### src/rtl/race_round_timer_pkg.sv
// round_pkg: shared state encoding and BCD helpers for the race round timer.
package round_pkg;
  typedef enum logic [1:0] {IDLE = 2'b00, COUNTDOWN = 2'b01, RUN = 2'b10, EXPIRED = 2'b11} state_t;
  function automatic logic [3:0] bcd_tens(int s);
    return 4'(s / 10);
  endfunction
  function automatic logic [3:0] bcd_ones(int s);
    return 4'(s % 10);
  endfunction
endpackage

### src/rtl/race_round_timer_if.sv
// race_round_timer_if: controller-side requests and timer status/HUD outputs.
interface race_round_timer_if;
  logic wait_for_start, title_screen, pause;
  logic timer_done, cars_enable, countdown_active, go_pulse;
  logic [1:0] countdown_value;
  logic [3:0] sec_tens, sec_ones;
  modport master(output wait_for_start, title_screen, pause,
                 input timer_done, cars_enable, countdown_active, go_pulse, countdown_value, sec_tens, sec_ones);
  modport slave(input wait_for_start, title_screen, pause,
                output timer_done, cars_enable, countdown_active, go_pulse, countdown_value, sec_tens, sec_ones);
endinterface

### src/rtl/race_round_timer_sec_tick_gen.sv
// sec_tick_gen: one-second prescaler, tick on the last cycle of each second.
module sec_tick_gen #(
  parameter int CLK_HZ = 65000000
) (
  input  logic clk,
  input  logic rst,
  input  logic clear,
  input  logic enable,
  output logic tick
);
  localparam int W = CLK_HZ > 1 ? $clog2(CLK_HZ) : 1;
  localparam logic [W-1:0] LAST = W'(CLK_HZ - 1);
  logic [W-1:0] cnt;
  assign tick = enable && cnt == LAST;
  always_ff @(posedge clk or negedge rst)
    if (!rst) cnt <= '0;
    else if (clear) cnt <= '0;
    else if (enable) cnt <= tick ? '0 : cnt + 1'b1;
endmodule

### src/rtl/race_round_timer.sv
// race_round_timer: pre-start countdown, BCD round timer and expiry for one race round.
module race_round_timer
  import round_pkg::*;
#(
  parameter int CLK_HZ        = 65000000,
  parameter int ROUND_SEC     = 60,
  parameter int COUNTDOWN_SEC = 3
) (
  input logic clk,
  input logic rst,
  race_round_timer_if.slave bus
);
  localparam logic [3:0] RT = bcd_tens(ROUND_SEC);
  localparam logic [3:0] RO = bcd_ones(ROUND_SEC);
  localparam logic [1:0] CD = 2'(COUNTDOWN_SEC);
  state_t state;
  logic tick;
  sec_tick_gen #(.CLK_HZ(CLK_HZ)) u_tick (
    .clk(clk),
    .rst(rst),
    .clear(bus.wait_for_start || bus.title_screen),
    .enable((state == COUNTDOWN || state == RUN) && !bus.pause),
    .tick(tick)
  );
  // Every output is a register updated alongside the state so all of them move together.
  always_ff @(posedge clk or negedge rst)
    if (!rst) begin
      state <= IDLE;
      bus.countdown_value <= 2'd0;
      bus.sec_tens <= RT;
      bus.sec_ones <= RO;
      bus.timer_done <= 1'b0;
      bus.cars_enable <= 1'b0;
      bus.countdown_active <= 1'b0;
      bus.go_pulse <= 1'b0;
    end else begin
      bus.go_pulse <= 1'b0;
      if (bus.wait_for_start) begin
        bus.sec_tens <= RT;
        bus.sec_ones <= RO;
        bus.timer_done <= 1'b0;
        bus.countdown_value <= CD;
        bus.countdown_active <= CD != 2'd0;
        bus.cars_enable <= CD == 2'd0;
        bus.go_pulse <= CD == 2'd0;
        state <= CD == 2'd0 ? RUN : COUNTDOWN;
      end else if (bus.title_screen) begin
        state <= IDLE;
        bus.sec_tens <= RT;
        bus.sec_ones <= RO;
        bus.countdown_value <= 2'd0;
        bus.timer_done <= 1'b0;
        bus.cars_enable <= 1'b0;
        bus.countdown_active <= 1'b0;
      end else if (tick && state == COUNTDOWN) begin
        bus.countdown_value <= bus.countdown_value - 2'd1;
        if (bus.countdown_value == 2'd1) begin
          state <= RUN;
          bus.countdown_active <= 1'b0;
          bus.cars_enable <= 1'b1;
          bus.go_pulse <= 1'b1;
        end
      end else if (tick && state == RUN) begin
        if (bus.sec_tens == 4'd0 && bus.sec_ones == 4'd1) begin
          state <= EXPIRED;
          bus.sec_ones <= 4'd0;
          bus.cars_enable <= 1'b0;
          bus.timer_done <= 1'b1;
        end else if (bus.sec_ones == 4'd0) begin
          bus.sec_ones <= 4'd9;
          bus.sec_tens <= bus.sec_tens - 4'd1;
        end else bus.sec_ones <= bus.sec_ones - 4'd1;
      end
    end
endmodule

### src/flat_wrapper.sv
// flat-port wrapper written by rule: the top's interface ports become plain ports
module race_round_timer_flat import round_pkg::*;
#(
  parameter int CLK_HZ        = 65000000,
  parameter int ROUND_SEC     = 60,
  parameter int COUNTDOWN_SEC = 3
)
  (clk, rst, bus_wait_for_start, bus_title_screen, bus_pause, bus_timer_done, bus_cars_enable, bus_countdown_active, bus_go_pulse, bus_countdown_value, bus_sec_tens, bus_sec_ones);
  race_round_timer_if bus_i ();
  input logic clk;
  input logic rst;
  input wire logic [$bits(bus_i.wait_for_start)-1:0] bus_wait_for_start;
  input wire logic [$bits(bus_i.title_screen)-1:0] bus_title_screen;
  input wire logic [$bits(bus_i.pause)-1:0] bus_pause;
  output wire logic [$bits(bus_i.timer_done)-1:0] bus_timer_done;
  output wire logic [$bits(bus_i.cars_enable)-1:0] bus_cars_enable;
  output wire logic [$bits(bus_i.countdown_active)-1:0] bus_countdown_active;
  output wire logic [$bits(bus_i.go_pulse)-1:0] bus_go_pulse;
  output wire logic [$bits(bus_i.countdown_value)-1:0] bus_countdown_value;
  output wire logic [$bits(bus_i.sec_tens)-1:0] bus_sec_tens;
  output wire logic [$bits(bus_i.sec_ones)-1:0] bus_sec_ones;
  assign bus_i.wait_for_start = bus_wait_for_start;
  assign bus_i.title_screen = bus_title_screen;
  assign bus_i.pause = bus_pause;
  assign bus_timer_done = bus_i.timer_done;
  assign bus_cars_enable = bus_i.cars_enable;
  assign bus_countdown_active = bus_i.countdown_active;
  assign bus_go_pulse = bus_i.go_pulse;
  assign bus_countdown_value = bus_i.countdown_value;
  assign bus_sec_tens = bus_i.sec_tens;
  assign bus_sec_ones = bus_i.sec_ones;
  race_round_timer #(.CLK_HZ(CLK_HZ), .ROUND_SEC(ROUND_SEC), .COUNTDOWN_SEC(COUNTDOWN_SEC)) u_core (.clk(clk), .rst(rst), .bus(bus_i));
endmodule
### config.mk
export PLATFORM = sky130hd
export DESIGN_NAME = race_round_timer_flat
export DESIGN_NICKNAME = d
export VERILOG_FILES = /design/src/rtl/race_round_timer_pkg.sv /design/src/rtl/race_round_timer_if.sv /design/src/rtl/race_round_timer_sec_tick_gen.sv /design/src/rtl/race_round_timer.sv /design/src/flat_wrapper.sv
export SDC_FILE = /design/constraint.sdc
export NUM_CORES = 1
export LEC_CHECK = 0
export ABC_AREA = 1
export CORE_MARGIN = 1.5
export CORE_UTILIZATION = 28
export CTS_CLUSTER_SIZE = 24
export DETAILED_ROUTE_END_ITERATION = 8
export PLACE_DENSITY = 0.43
export SYNTH_ARGS = -nofsm -noshare
export SYNTH_HDL_FRONTEND = slang
export SYNTH_HIERARCHICAL = 1
export SYNTH_SLANG_ARGS = --single-unit
### constraint.sdc
create_clock -name clk -period 4.6 [get_ports clk]
set_input_delay 0.46 -clock clk [delete_from_list [all_inputs] [get_ports clk]]
set_output_delay 0.46 -clock clk [all_outputs]
set_load 0.05 [all_outputs]
==> run summary <==
Outcome -> complete, no violations
PortBufs -> 18
Period utilization -> 0.561
Top sig layer -> met4
Post-Synth Adder-Cell Area -> 0.0241
Seq cells post-synth -> 42
Post-synth ARST share -> 1.00
CP max FO -> 13
Chip Width -> 99.4 µm
R2r setup slk -> 2.39 ns
Pwr/cell area -> 263 nW/µm²
Worst-path clk slew -> 0.08 ns
PostCTS Resize Cnt -> 0
Synth cell types -> 34
Final WS setup -> 2.02 ns
Final instance area -> 2990 µm²
Slew Limit Fails -> 0
RSZ-0062 raised after global routing -> false
CTS Buffer Depth -> 2
Core box area -> 8850 µm²
Post-Syn Area -> 2600 µm²
Area growth from synthesis to layout -> 14.9%
Worst vdd ir -> 0.0976 mV
Worst Setup End Kind -> flop
Routability Congestion -> 0.818
CP Data Arrival Time -> 2.77 ns
Initial antenna violation count -> 0
Setup violators final -> 0
DRT antenna net count -> 0
Critical path launch point type -> input pin
Multiplexer share of the synthesized area -> 0.00385
Register area share after synthesis -> 0.405
Antenna diodes -> 0
Row Count -> 34
# clock sinks -> 42
Post-synthesis xor/xnor area fraction -> 0.0303
Met3 wire length -> 125 µm
DR WL/cell -> 12.2 µm
Setup TNS -> 0 ns
Syn Inst Count -> 351
Post-synthesis compound-gate area fraction -> 0.0717
Share of cells above drive strength 1 -> 0.158
Worst skew pair latency -> 0.30 ns
Slew headroom -> 0.347
Worst r2r path cells -> 14
Number of DRC markers in iteration 0 -> 109
Syn Nets -> 361
DPL Wire Length -> 4510 µm
Die Footprint -> 9870 µm²
Via count -> 2159
Post-Route M1 WL -> 3050 µm
Crit Path Class -> input pin to flop
Min-Delay Path Class -> input pin to async pin
Total length of routed wires -> 5860 µm
Syn Area/Cell -> 7.41 µm²
TritonCTS buffer count -> 5
Lkg Pwr -> 1.28 nW
Met2 wire length -> 2580 µm
Post-synth EDFFs -> 0
Ys flop type -> dfrtp_1
Pin count of the biggest net entering global routing -> 43
Hold-fix buffer count after cts -> 0
Root buf cell -> clkbuf_8
Starting Density -> 0.294
H-tree depth -> 2
Simple-Gate Fraction of Synth Area -> 0.378
Nets -> 383
Setup Buffers After CTS -> 0
RR Endpoint -> u_core/bus.sec_tens[2]
Drc violations -> 0
Main combinational cell family by area after synthesis -> simple AND/OR/NAND/NOR gates
Gr usage total -> 0.130
Fill count -> 970
Clk_skew -> 0.00795 ns
CTS tree -> yes
First-pass GRT wire length -> 10100 µm
Yosys warning count -> 6
Die Ht -> 99.4 µm
Req. time, crit path -> 4.79 ns
Total grt overflow -> 0
Worst-margin pin slew -> 0.979 ns
Min Clock Period, post-route -> 2.58 ns
Hold WS -> 0.316 ns
Placement Setup Slack -> 1.66 ns
Drt pass-1 iters -> 4
Number of global-route vias before repair -> 2130
Number of max-cap violations -> 0
Endpoints failing hold -> 0
Vias/cell -> 4.48
Worst R2R Start -> u_core/state[0]
IO Count -> 19
Max Freq -> 0.387 GHz
DP Area -> 2870 µm²
## report_power, final
group	internal (mW)	switching, mW
clock network	0.177	0.130
registers	0.377	0.00694
logic	0.0277	0.0666
total	0.582	0.204
## per-layer routing
metal  GRT usage  vias to the layer above
met4      0.0488                        0
met1       0.176                      997
met5           0                        -
li1            -                     1135
met2       0.204                       21
met3      0.0253                        6
## state kept, by name, summed over array words and instances, names as in the netlist
| name | flops |
|---|---|
| u_core/u_tick/cnt | 26 |
| u_core/bus.sec_ones | 4 |
| u_core/bus.sec_tens | 4 |
| u_core/bus.countdown_value | 2 |
| u_core/state | 2 |
| u_core/bus.cars_enable | 1 |
| u_core/bus.countdown_active | 1 |
| u_core/bus.go_pulse | 1 |
| u_core/bus.timer_done | 1 |
## worst max-delay path: stages
cell	delay, ns
clkdlybuf4s50_1	0.47
nor2_4	0.37
inv_2	0.15
nor2_1	0.69
nor2_2	0.18
nand2_2	0.16
nor2_2	0.05
xnor2_1	0.18
nor2_2	0.05
## cells in the final DEF (no fill, tap or decap), types with 3 or more instances in the layout
cell type,Yosys,routed
a21oi_1,14,14
clkbuf_8,0,6
clkdlybuf4s50_1,0,17
dfrtp_1,40,40
ha_1,5,5
inv_1,40,40
inv_2,8,8
nand2_1,88,88
nand2_2,8,8
nand3_1,21,21
nand4_1,3,3
nor2_1,45,45
nor2_2,25,25
nor3_1,7,7
o21ai_0,7,7
o21ai_1,6,6
xor2_1,7,7
## Yosys cell counts, types with 2 or more instances
cell	instances	area, µm²
inv_1	40	150
and2_1	2	12.5
inv_2	8	30.0
o21ai_0	7	35.0
nor2_1	45	169
o211ai_1	2	15.0
nand2_2	8	50.1
a21oi_1	14	70.1
clkinv_1	2	7.51
nor2_2	25	156
dfrtp_1	40	1000
a31oi_1	2	12.5
nor3_1	7	35.0
o21ai_1	6	30.0
dfstp_2	2	52.6
nand3_2	2	20.0
nand2_1	88	330
nor2_4	2	22.5
xnor2_1	2	17.5
nand3_1	21	105
nand4_1	3	18.8
ha_1	5	62.6
xor2_1	7	61.3
## final cells by class
type,count,area (µm²),area share
flip-flops and latches,42,1050,0.353
well taps,108,135,0.0452
repair buffers,18,175,0.0586
inverters,50,188,0.0628
multi-input cells,256,1320,0.442
clock inverters,1,30.0,0.0101
clock buffers,7,86.3,0.0289
## logic make-up after synthesis
logic type | Yosys count
AO/OA/AOI/OAI | 33
XOR/XNOR | 9
adder cells (fa/ha/maj) | 5
buffers and inverters | 53
flip-flops | 42
multiplexers | 1
AND/OR/NAND/NOR | 208
## per-stage QoR
step           total power [mW]  cells   util
2_1_floorplan             0.456    351      -
3_3_place_gp              0.488    474  0.325
3_5_place_dp              0.487    474  0.325
4_1_cts                   0.807    482  0.338
5_1_grt                   0.826    482  0.338
6_report                  0.785    482  0.338
## worst max path at each step
stage | startpoint | to | slack [ns]
after global routing | bus_wait_for_start | u_core/u_tick/cnt[19] | 1.77
after CTS | bus_wait_for_start | u_core/u_tick/cnt[19] | 2.00
after global placement | bus_wait_for_start | u_core/u_tick/cnt[20] | 1.82
after detailed placement | bus_wait_for_start | u_core/u_tick/cnt[19] | 1.66
after floorplan | u_core/state[0] | u_core/bus.sec_tens[0] | 2.63
final | bus_wait_for_start | u_core/u_tick/cnt[9] | 2.02
No activity file was read; power rests on OpenSTA's default activity.
